## src/rtl/pipe_pkg.sv

```systemverilog
`default_nettype none
// ============================================================================
// Module      : pipe_pkg
// Description : Shared types and constants for the pipeline stall/flush
//               controller.
// Revision    : 1.0 - initial release
// ============================================================================
package pipe_pkg;

    typedef enum logic [1:0] {
        RUN       = 2'b00,
        DMEM_WAIT = 2'b01,
        DROP      = 2'b10
    } pipe_state_t;

    // Bubble instruction (addi x0,x0,0) loaded by a flush; all write enables 0.
    localparam logic [31:0] c_nop_instr = 32'h0000_0013;

    localparam int c_cnt_w_default = 16;

endpackage : pipe_pkg
`default_nettype wire

```

## src/rtl/sat_counter.sv

```systemverilog
`default_nettype none
// ============================================================================
// Module      : sat_counter
// Description : Saturating up-counter with synchronous clear.
// Revision    : 1.0 - initial release
// ============================================================================
module sat_counter #(
    parameter int W = 16
) (
    input  logic         clk,
    input  logic         rst,
    input  logic         inc,
    input  logic         clr,
    output logic [W-1:0] q
);

    logic [W-1:0] r_q;

    // Clear wins over a same-cycle increment; the count sticks at all-ones.
    always_ff @(posedge clk or negedge rst) begin
        if (!rst) begin
            r_q <= '0;
        end else if (clr) begin
            r_q <= '0;
        end else if (inc && !(&r_q)) begin
            r_q <= r_q + W'(1);
        end
    end

    assign q = r_q;

endmodule : sat_counter
`default_nettype wire

```

## src/rtl/pipe_ctrl.sv

```systemverilog
`default_nettype none
// ============================================================================
// Module      : pipe_ctrl
// Description : Stall/flush controller for the 5-stage core; per-stage enables,
//               flush strobes, BubbleMA flag and stall/flush statistics.
// Revision    : 1.0 - initial release
// ============================================================================
module pipe_ctrl
    import pipe_pkg::*;
#(
    parameter int CNT_W     = c_cnt_w_default,
    parameter int MAX_STALL = 64
) (
    input  logic             clk,
    input  logic             rst,
    input  logic             Need_Stall,
    input  logic             EX__Branch_Taken,
    input  logic             IMEM__Busy,
    input  logic             DMEM__Busy,
    input  logic             Cnt_Clr,
    output logic             PC_En,
    output logic             IFid_En,
    output logic             IDex_En,
    output logic             EXmem_En,
    output logic             MEMwb_En,
    output logic             IFid_Flush,
    output logic             IDex_Flush,
    output logic             EXmem_Flush,
    output logic             MEMwb_Flush,
    output logic             BubbleMA,
    output logic [CNT_W-1:0] Stall_Cnt,
    output logic [CNT_W-1:0] Flush_Cnt,
    output logic             Stall_Timeout
);

    localparam logic [CNT_W-1:0] c_max_stall = CNT_W'(MAX_STALL);

    pipe_state_t      r_state;
    pipe_state_t      w_state_nxt;
    pipe_state_t      w_eff;
    logic             r_drop_pend;
    logic             w_drop_pend_nxt;
    logic             r_bubble;
    logic             w_bubble_nxt;
    logic             w_redirect;
    logic [CNT_W-1:0] r_run;
    logic [CNT_W-1:0] w_run_nxt;
    logic             r_timeout;

    logic w_pc_en, w_ifid_en, w_idex_en, w_exmem_en, w_memwb_en;
    logic w_ifid_fl, w_idex_fl, w_exmem_fl, w_memwb_fl;

    // Once memory releases, DMEM_WAIT behaves as the state it was entered from.
    always_comb begin
        w_eff           = (r_state == DMEM_WAIT) ? (r_drop_pend ? DROP : RUN) : r_state;
        w_state_nxt     = w_eff;
        w_drop_pend_nxt = r_drop_pend;
        w_bubble_nxt    = 1'b0;
        w_redirect      = 1'b0;
        w_pc_en         = 1'b1;
        w_ifid_en       = 1'b1;
        w_idex_en       = 1'b1;
        w_exmem_en      = 1'b1;
        w_memwb_en      = 1'b1;
        w_ifid_fl       = 1'b0;
        w_idex_fl       = 1'b0;
        w_exmem_fl      = 1'b0;
        w_memwb_fl      = 1'b0;

        if (DMEM__Busy) begin
            w_pc_en         = 1'b0;
            w_ifid_en       = 1'b0;
            w_idex_en       = 1'b0;
            w_exmem_en      = 1'b0;
            w_memwb_fl      = 1'b1;
            w_state_nxt     = DMEM_WAIT;
            w_drop_pend_nxt = (w_eff == DROP);
        end else if (EX__Branch_Taken) begin
            w_ifid_fl   = 1'b1;
            w_idex_fl   = 1'b1;
            w_redirect  = 1'b1;
            w_state_nxt = (IMEM__Busy || (w_eff == DROP)) ? DROP : RUN;
        end else if (Need_Stall) begin
            w_pc_en      = 1'b0;
            w_ifid_en    = 1'b0;
            w_idex_fl    = 1'b1;
            w_bubble_nxt = 1'b1;
            w_state_nxt  = ((w_eff == DROP) && IMEM__Busy) ? DROP : RUN;
        end else if (IMEM__Busy) begin
            w_pc_en   = 1'b0;
            w_ifid_fl = 1'b1;
        end else if (w_eff == DROP) begin
            // Wrong-path fetch has just landed: discard it.
            w_ifid_fl   = 1'b1;
            w_state_nxt = RUN;
        end

        if (!rst) begin
            w_pc_en    = 1'b0;
            w_ifid_en  = 1'b0;
            w_idex_en  = 1'b0;
            w_exmem_en = 1'b0;
            w_memwb_en = 1'b0;
            w_ifid_fl  = 1'b1;
            w_idex_fl  = 1'b1;
            w_exmem_fl = 1'b1;
            w_memwb_fl = 1'b1;
        end
    end

    always_ff @(posedge clk or negedge rst) begin
        if (!rst) begin
            r_state     <= RUN;
            r_drop_pend <= 1'b0;
            r_bubble    <= 1'b0;
        end else begin
            r_state     <= w_state_nxt;
            r_drop_pend <= w_drop_pend_nxt;
            r_bubble    <= w_bubble_nxt;
        end
    end

    always_comb begin
        w_run_nxt = r_run;
        if (Cnt_Clr || w_pc_en) begin
            w_run_nxt = '0;
        end else if (r_run != c_max_stall) begin
            w_run_nxt = r_run + CNT_W'(1);
        end
    end

    always_ff @(posedge clk or negedge rst) begin
        if (!rst) begin
            r_run     <= '0;
            r_timeout <= 1'b0;
        end else begin
            r_run     <= w_run_nxt;
            r_timeout <= !Cnt_Clr && (r_timeout || (w_run_nxt == c_max_stall));
        end
    end

    sat_counter #(
        .W (CNT_W)
    ) u_stall_cnt (
        .clk (clk),
        .rst (rst),
        .inc (!w_pc_en),
        .clr (Cnt_Clr),
        .q   (Stall_Cnt)
    );

    sat_counter #(
        .W (CNT_W)
    ) u_flush_cnt (
        .clk (clk),
        .rst (rst),
        .inc (w_redirect),
        .clr (Cnt_Clr),
        .q   (Flush_Cnt)
    );

    assign PC_En         = w_pc_en;
    assign IFid_En       = w_ifid_en;
    assign IDex_En       = w_idex_en;
    assign EXmem_En      = w_exmem_en;
    assign MEMwb_En      = w_memwb_en;
    assign IFid_Flush    = w_ifid_fl;
    assign IDex_Flush    = w_idex_fl;
    assign EXmem_Flush   = w_exmem_fl;
    assign MEMwb_Flush   = w_memwb_fl;
    assign BubbleMA      = r_bubble;
    assign Stall_Timeout = r_timeout;

endmodule : pipe_ctrl
`default_nettype wire

```

## config.mk

```make
export PLATFORM = sky130hd
export DESIGN_NAME = pipe_ctrl
export DESIGN_NICKNAME = d
export VERILOG_FILES = /design/src/rtl/pipe_pkg.sv /design/src/rtl/sat_counter.sv /design/src/rtl/pipe_ctrl.sv
export SDC_FILE = /design/constraint.sdc
export NUM_CORES = 1
export LEC_CHECK = 0
export ABC_CLOCK_PERIOD_IN_PS = 4300
export CORE_MARGIN = 4
export CORE_UTILIZATION = 59
export CTS_BUF_LIST = sky130_fd_sc_hd__clkbuf_4 sky130_fd_sc_hd__clkbuf_8
export CTS_CLUSTER_SIZE = 40
export DETAILED_ROUTE_END_ITERATION = 10
export PLACE_DENSITY = 0.88
export SYNTH_ARGS = -nofsm -noshare
export SYNTH_HDL_FRONTEND = slang
export SYNTH_SLANG_ARGS = --single-unit
```

## constraint.sdc

```tcl
create_clock -name clk -period 4.3 [get_ports clk]
set_input_delay 0.86 -clock clk [delete_from_list [all_inputs] [get_ports clk]]
set_output_delay 0.86 -clock clk [all_outputs]
set_load 0.01 [all_outputs]
```

# Yosys cells after proc, flatten, opt, wreduce, memory -nomap -nowiden
# Cells that the tools add are included.
[op_classes]
n_addsub = 3
n_eq_ne = 4
muxes = 44
n_reduce_logical = 15
[op_table]
columns = ["op", "count"]
rows = [
  ["2-to-1 mux 16 bit", 6],
  ["adder 16 x 1 -> 16 bit, second input constant", 3],
  ["AND reduction 16 bit", 2],
  ["2-to-1 mux 1 bit", 29],
  ["2-to-1 mux 2 bit", 9],
  ["== test 16 x 7 -> 1 bit, second input constant", 1],
  ["inequality test 16 x 7 -> 1 bit, second input constant", 1],
  ["logical AND 1 bit", 4],
  ["logical NOT 1 bit", 4],
  ["nonzero test 2 bit", 2],
  ["logical OR 1 bit", 3],
  ["== test 2 x 1 -> 1 bit, second input constant", 1],
  ["== test 2 bit, second input constant", 1],
]
[word_totals]
register_bits = 53
input_bits = 7
wordCells = 73

# Depth between registers and ports, before layout
# Gate-level depths: netlist (run 1).
[depth]
word_depth = 10
ltp_mapped = 9
mapped_depth_nobuf = 8

# Modules after synthesis
# Synthesis (run 1) repeated with hierarchy kept, for this count alone.
[unflattened]
hier_cells = 344
hier_area_um2 = 3203.1
[by_module_without_submodules]
columns = ["module", "instances", "cells_per_inst", "area_per_inst_um2", "seq_area_each_um2"]
rows = [
  ["sat_counter", 2, 95, 919.6, 400.4],
  ["pipe_ctrl", 1, 154, 1363.8, 525.5],
]

# Least setup slack after synthesis (run 1)
# Ideal clock, no wire load.
[synth_path]
path_kind = "input to register"
startpoint = "in DMEM__Busy"
endpoint = "reg r_timeout, in the netlist Stall_Timeout"
setup_time_ns = 0.096
t_arrival_ns = 2.320
required_ns = 4.204
slack_ns = 1.884
cell_stages = 9
path_buffers = 2
path_cell_list = "buf_6 -> nor2_4 -> inv_2 -> a21oi_4 -> or2_1 -> buf_6 -> nor2_2 -> or3_1 -> o32ai_2"
[synth_via]
elab_chain_cells = 7
[synth_lines]
columns = ["element", "line_no", "source"]
rows = [
  ["start, declared", "pipe_ctrl.sv:19", "input logic DMEM__Busy,"],
  ["2-to-1 mux 1 bit", "pipe_ctrl.sv:70", "if (DMEM__Busy) begin"],
  ["2-to-1 mux 1 bit", "pipe_ctrl.sv:98", "if (!rst) begin"],
  ["net PC_En", "pipe_ctrl.sv:21", "output logic PC_En,"],
  ["logical OR 1 bit", "pipe_ctrl.sv:125", "if (Cnt_Clr || w_pc_en) begin"],
  ["2-to-1 mux 16 bit", "pipe_ctrl.sv:125", ""],
  ["net w_run_nxt[13]", "pipe_ctrl.sv:47", "logic [CNT_W-1:0] w_run_nxt;"],
  ["== test 16 x 7 -> 1 bit", "pipe_ctrl.sv:138", "r_timeout <= !Cnt_Clr && (r_timeout || (w_run_nxt == c_max_stall));"],
  ["logical OR 1 bit", "pipe_ctrl.sv:138", ""],
  ["logical AND 1 bit", "pipe_ctrl.sv:138", ""],
  ["end signal, assigned", "pipe_ctrl.sv:138", ""],
  ["end, declared", "pipe_ctrl.sv:48", "logic r_timeout;"],
]
# The timed path passes the listed nets, and every way through them passes these cells.
# A chain may end at the register's enable or synchronous reset.

# Worst setup path in the final report (run 1)
[layout_path]
startpoint = "in DMEM__Busy"
endpoint = "out PC_En"
[layout_via]
elab_chain_cells = 2
[layout_lines]
columns = ["element", "line_no"]
rows = [
  ["2-to-1 mux 1 bit", "pipe_ctrl.sv:70"],
  ["2-to-1 mux 1 bit", "pipe_ctrl.sv:98"],
  ["end, declared", "pipe_ctrl.sv:21"],
]
# Every way passes these cells.

==> reports/qor.csv, run 1 <==
metric,value,unit
Peak VDD IR,169,µV
Slew Limit Headroom,67.7,%
layout cell share with drive strength beyond 1,8.10,%
Finished Cell Area,3540,µm²
Seq cells post-synth,53,
core area,4750,µm²
Post-route DRC,0,
met3 wire length,316,µm
ANT nets after route,0,
CP peak stage delay,580,ps
Post-synth top cells,"nor2_1 (54), dfrtp_1 (53), nand2_1 (24)",
Net Sw Frac,25.2,%
vias,2359,
fin crit share,77.9,%
Crit path required time,3440,ps
Initial Util,61.4,%
CTS max path bufs,2,
PwrDens,256,nW/µm²
Leak,1.46,nW
DR iter-0 viols,113,
Fmax,299,MHz
startpoint types,input pin,
clock network power share,32.6,%
final core occ,74.5,%
Fin Setup TNS,0,ps
register share of total power,57.2,%
final setup violation count,0,
status,"finished, final reports clean",
Post-synth EDFFs,0,
clk_skew,7.93,ps
"count leader, synth",nor2_1,
Die Y,78.4,µm
Logic pwr share,10.2,%
final antenna diode count,0,
met2 WL,3090,µm
critical path peak fanout,10,
Mapped Cells,309,
Most Frequent Cell on Critical Path,clkdlybuf4s50_1,
RSZ-0062 raised after global routing,false,
final hold violation count,0,
post-synthesis sequential area ratio,45.4,%
die width,78.4,µm
CP arrival,2490,ps
M1 WL,2810,µm
Sw Pwr,0.229,mW
input/output buffers,49,
Placed Area,3450,µm²
internal power,0.678,mW
"Distinct cells, synth",51,
initial antenna violation count,0,
clock insertion delay at the later pin of the skew report,320,ps
# hold bufs at CTS,0,
min Tclk post-route,3350,ps
max-cap violation count,0,
Synth Flop Type,dfrtp_1,
Die Footprint,6140,µm²
global route total overflow,0,
P&R area growth vs syn,21.3,%
postcts setup bufs,0,
dominant cells by area after synthesis,"dfrtp_1 (45%), nor2_1 (6.9%), xor2_1 (6.9%)",
Row Count,25,
global-route wire length before repair,11100,µm
Slew @ Worst Pin,483,ps
Num CTS Buffers,5,
critical path type,input pin to output port,
Inst Count DP,417,
async set or reset register ratio after synthesis,100,%
"area leader, netlist",dfrtp_1,
Clock Sinks,53,
Critical Path End Type,output port,
Syn. warnings,0,
CTS tree,yes,
CTS root buffer,clkbuf_8,
share of the synthesized area in the top cell type,45.4,%
cell area after synthesis,2920,µm²
gpl congestion,0.911,
via/cell ratio,5.55,
CTS resizes,0,
largest net degree at the start of global routing,40,
Syn Nets,320,
CP max stage cell,clkdlybuf4s50_1,
Max Used Layer,met4,
final wirelength,6350,µm
clk slew on worst S/H paths,90,ps
final instance count without filler cells,425,
"Avg Cell Area, Syn",9.45,µm²
# IOs,50,
WL per Instance,14.9,µm
final slew viol count,0,
number of H-tree levels,2,
# nets final,368,
worst min-delay path category,register to register,
Global Route Usage Sum,22.6,%
vias in the first global route,2409,
drt first pass iters,4,
dpl hpwl,4660,µm
crit-path cells,"clkdlybuf4s50_1, nor2_4, inv_2, a21oi_4, clkdlybuf4s50_1",
==> critical path, delay by kind of cell <==
kind | cells | cell delay, ps
buffers and inverters | 3 | 1220
and+or+nand+nor | 1 | 200
AOI/OAI and AO/OA | 1 | 200
==> layout make-up <==
class / instances / area [µm²]
Tap cell: 67 / 83.8
Inverter: 9 / 33.8
Multi-Input combinational cell: 235 / 1490
Timing Repair Buffer: 53 / 515
Fill cell: 357 / 1210
Clock inverter: 2 / 13.8
Sequential cell: 53 / 1330
Clock buffer: 6 / 82.6
==> registers in the layout, indices dropped and copies added (netlist names) <==
name and flops:
BubbleMA 1, Stall_Timeout 1, r_drop_pend 1, r_run 16, r_state 2, u_flush_cnt.q 16, u_stall_cnt.q 16
==> routing by layer <==
metal	up-vias	track usage [%]
met5	-	0
met4	0	7.69
met3	14	6.08
met2	59	36.2
met1	1123	29.8
li1	1163	-
==> power groups by stage <==
stage	clock (mW)	sequential (mW)	combinational, mW
after floorplan	0	0.528	0.0473
after global placement	0	0.527	0.0905
after detailed placement	0	0.528	0.0928
after CTS	0.300	0.518	0.0933
after global routing	0.326	0.520	0.102
final	0.295	0.518	0.0923
==> stage by stage <==
step	hold WS [ps]	setup WS, ps	total power [mW]
finish	534	952	0.906
global route	553	857	0.948
CTS	534	947	0.912
detailed placement	508	963	0.621
global placement	494	980	0.618
floorplan	466	1880	0.575
==> placed cells by master, fill, tap and decap left out, drive strengths merged, types with 2 or more instances in the layout <==
cell type      Yosys  final
nand4              9      9
nand2             24     24
and2               2      2
nand3             24     24
a2111oi            2      2
dfrtp             53     53
nand3b             2      2
and4               3      3
nor4               4      4
nor3               6      6
buf                8      5
xor2              23     23
clkdlybuf4s50      0     48
mux2i              2      2
nor2              56     56
a22o               2      2
a21oi             13     13
nor2b              2      2
inv                9      9
nor4b              2      2
o31a               2      2
or3                7      7
clkbuf             4      6
ha                 4      4
or2                2      2
xnor2             16     16
o21ai             10     10
and3               6      6
clkinv             0      2
nor3b              3      3
==> worst paths after layout <==
| kind | start | to | slack [ps] | cells after the start |
|---|---|---|---|---|
| worst max register to register | r_run[0]$_DFF_PN0_ | Stall_Timeout$_DFF_PN0_ | 2030 | 8 |
| worst max-delay path | DMEM__Busy | PC_En | 950 | 5 |
| min in group asynchronous | rst | u_stall_cnt.q[7]$_DFFE_PN0P_ | 550 | 2 |
| worst min-delay path | r_drop_pend$_DFFE_PN0P_ | r_drop_pend$_DFFE_PN0P_ | 530 | 1 |
| worst min register to register | r_drop_pend$_DFFE_PN0P_ | r_drop_pend$_DFFE_PN0P_ | 530 | 1 |
| max in group asynchronous | rst | r_run[9]$_DFF_PN0_ | 3010 | 3 |
==> cell families after synthesis <==
kind of cell             count (synthesis)  synth area share, %
buffers and inverters                   21                 3.64
multiplexers                             3                 1.07
AND/OR/NAND/NOR                        153                 27.1
XOR/XNOR                                39                 11.7
adder cells (fa/ha/maj)                  4                 1.71
flip-flops                              53                 45.4
AO/OA/AOI/OAI                           36                 9.38
No activity file was read; power rests on OpenSTA's default activity.
==> inputs of run 2 (changes only) <==
--- a/config.mk
+++ b/config.mk
@@ -5,13 +5,13 @@
 export SDC_FILE = /design/constraint.sdc
 export NUM_CORES = 1
 export LEC_CHECK = 0
-export ABC_CLOCK_PERIOD_IN_PS = 4300
+export ABC_CLOCK_PERIOD_IN_PS = 3500
 export CORE_MARGIN = 4
-export CORE_UTILIZATION = 59
+export CORE_UTILIZATION = 55
 export CTS_BUF_LIST = sky130_fd_sc_hd__clkbuf_4 sky130_fd_sc_hd__clkbuf_8
 export CTS_CLUSTER_SIZE = 40
 export DETAILED_ROUTE_END_ITERATION = 10
-export PLACE_DENSITY = 0.88
+export PLACE_DENSITY = 0.82
 export SYNTH_ARGS = -nofsm -noshare
 export SYNTH_HDL_FRONTEND = slang
 export SYNTH_SLANG_ARGS = --single-unit
==> constraint.sdc (replaced) <==
create_clock -name clk -period 3.5 [get_ports clk]
set_input_delay 0.7 -clock clk [delete_from_list [all_inputs] [get_ports clk]]
set_output_delay 0.7 -clock clk [all_outputs]
set_load 0.01 [all_outputs]
==> reports/qor.csv, run 2 (synthesis gave the netlist of run 1 again) <==
metric,value,unit,change
drt first pass iters,4,,unchanged
core area,5140,µm²,was 4750 µm²
WP depth,5,,unchanged
final slew viol count,0,,unchanged
top cell family by delay on the critical path,buffers and inverters,,unchanged
Row Count,26,,was 25
via/cell ratio,5.54,,was 5.55
critical path type,input pin to output port,,unchanged
layout cell share with drive strength beyond 1,8.36,%,was 8.10%
number of H-tree levels,2,,unchanged
Num CTS Buffers,5,,unchanged
register area,1330,µm²,unchanged
largest net degree at the start of global routing,39,,was 40
M1 WL,2940,µm,was 2810 µm
clk_skew,18.7,ps,was 7.93 ps
Critical path origin,DMEM__Busy,,unchanged
setup ws final,453,ps,was 952 ps
Max Used Layer,met4,,unchanged
met2 WL,2960,µm,was 3090 µm
final antenna diode count,0,,unchanged
PwrDens,316,nW/µm²,was 256 nW/µm²
dpl hpwl,4630,µm,was 4660 µm
Fillers,430,,was 357
RSZ-0062 raised after global routing,false,,unchanged
Fmax,328,MHz,
Die Footprint,6540,µm²,was 6140 µm²
final wirelength,6320,µm,was 6350 µm
Peak VDD IR,228,µV,was 169 µV
Reg2Reg Depth,8,,unchanged
CTS resizes,0,,unchanged
Fin Setup TNS,0,ps,unchanged
pre-CTS WS,456,ps,was 963 ps
DR iter-0 viols,154,,was 113
worst min-delay path category,input pin to asynchronous set/reset pin,,was register to register
met3 wire length,331,µm,was 316 µm
final setup violation count,0,,unchanged
Critical Path End Type,output port,,unchanged
Post-route DRC,0,,unchanged
clock insertion delay at the later pin of the skew report,320,ps,about the same
clk slew on worst S/H paths,110,ps,was 90 ps
WL per Instance,14.7,µm,was 14.9 µm
vias in the first global route,2345,,was 2409
crit-path cells,"clkdlybuf4s50_1, nor2_4, inv_2, a21oi_4, clkdlybuf4s50_1",,unchanged
fin crit share,87.1,%,
Crit Reg-Reg Startpoint,r_run[0]$_DFF_PN0_,,unchanged
final hold violation count,0,,unchanged
Initial Util,56.8,%,was 61.4%
max-cap violation count,0,,unchanged
startpoint types,input pin,,unchanged
ANT nets after route,0,,unchanged
Most Frequent Cell on Critical Path,clkdlybuf4s50_1,,unchanged
Slew Limit Headroom,67.7,%,about the same
global route total overflow,0,,unchanged
die width,80.9,µm,was 78.4 µm
Die Y,80.9,µm,was 78.4 µm
# hold bufs at CTS,0,,unchanged
Crit path required time,2800,ps,was 3440 ps
CP peak stage delay,590,ps,was 580 ps
most frequent cells in the layout,"nor2_1 (54), dfrtp_1 (53), clkdlybuf4s50_1 (48), nand2_1 (24)",,unchanged
Leak,1.46,nW,about the same
# nets final,369,,was 368
status,"finished, final reports clean",,unchanged
global-route wire length before repair,11000,µm,was 11100 µm
Global Route Usage Sum,21.6,%,was 22.6%
P&R area growth vs syn,21.9,%,was 21.3%
input/output buffers,49,,unchanged
min Tclk post-route,3050,ps,
critical path peak fanout,10,,unchanged
vias,2377,,was 2359
Slew @ Worst Pin,481,ps,was 483 ps
gpl congestion,0.888,,was 0.911
CP Buf/Inv Count,3,,unchanged
initial antenna violation count,0,,unchanged
CP max stage cell,clkdlybuf4s50_1,,unchanged
CTS tree,yes,,unchanged
# IOs,50,,unchanged
multi-input combinational cell area,1490,µm²,unchanged
Clock Sinks,53,,unchanged
CTS max path bufs,2,,unchanged
"commonest non-fill, non-tap cell in the layout",nor2_1,,unchanged
postcts setup bufs,0,,unchanged
CTS root buffer,clkbuf_8,,unchanged
CP arrival,2350,ps,was 2490 ps
run 2: worst paths after layout:
kind,endpoint,slack [ps]
min reg2reg,r_drop_pend$_DFFE_PN0P_,520
min in group clk,r_drop_pend$_DFFE_PN0P_,520
max reg2reg,Stall_Timeout$_DFF_PN0_,1290
max,PC_En,450
max in group asynchronous,r_run[8]$_DFF_PN0_,2330
min,r_state[0]$_DFF_PN0_,410
run 2: final cells by class:
cell class | count | share of cell area [%]
clock inverters | 3 | 0.949
repair buffers | 54 | 14.7
clock buffers | 5 | 1.93
multi-input cells | 235 | 41.8
inverters | 9 | 0.949
flip-flops and latches | 53 | 37.2
well taps | 70 | 2.46
run 2: routing by layer:
metal	vias to the layer above	track usage (%)
met5	-	0
met4	0	7.60
met3	10	5.32
met2	57	32.8
met1	1145	30.1
li1	1165	-
run 2: stage by stage:
step	hold WS, ps	total power [mW]	util (%)	instances	cell area (µm²)
after floorplan	404	0.706	-	309	2920
after global placement	494	0.760	67.3	421	3460
after detailed placement	493	0.764	67.3	421	3460
after CTS	405	1.13	69.3	429	3560
after global routing	410	1.18	69.3	429	3560
final	408	1.12	69.3	429	3560
run 2: power by group:
group / internal [mW] / switching, mW
sequential: 0.622 / 0.0142
clock: 0.150 / 0.224
combinational: 0.0504 / 0.0640
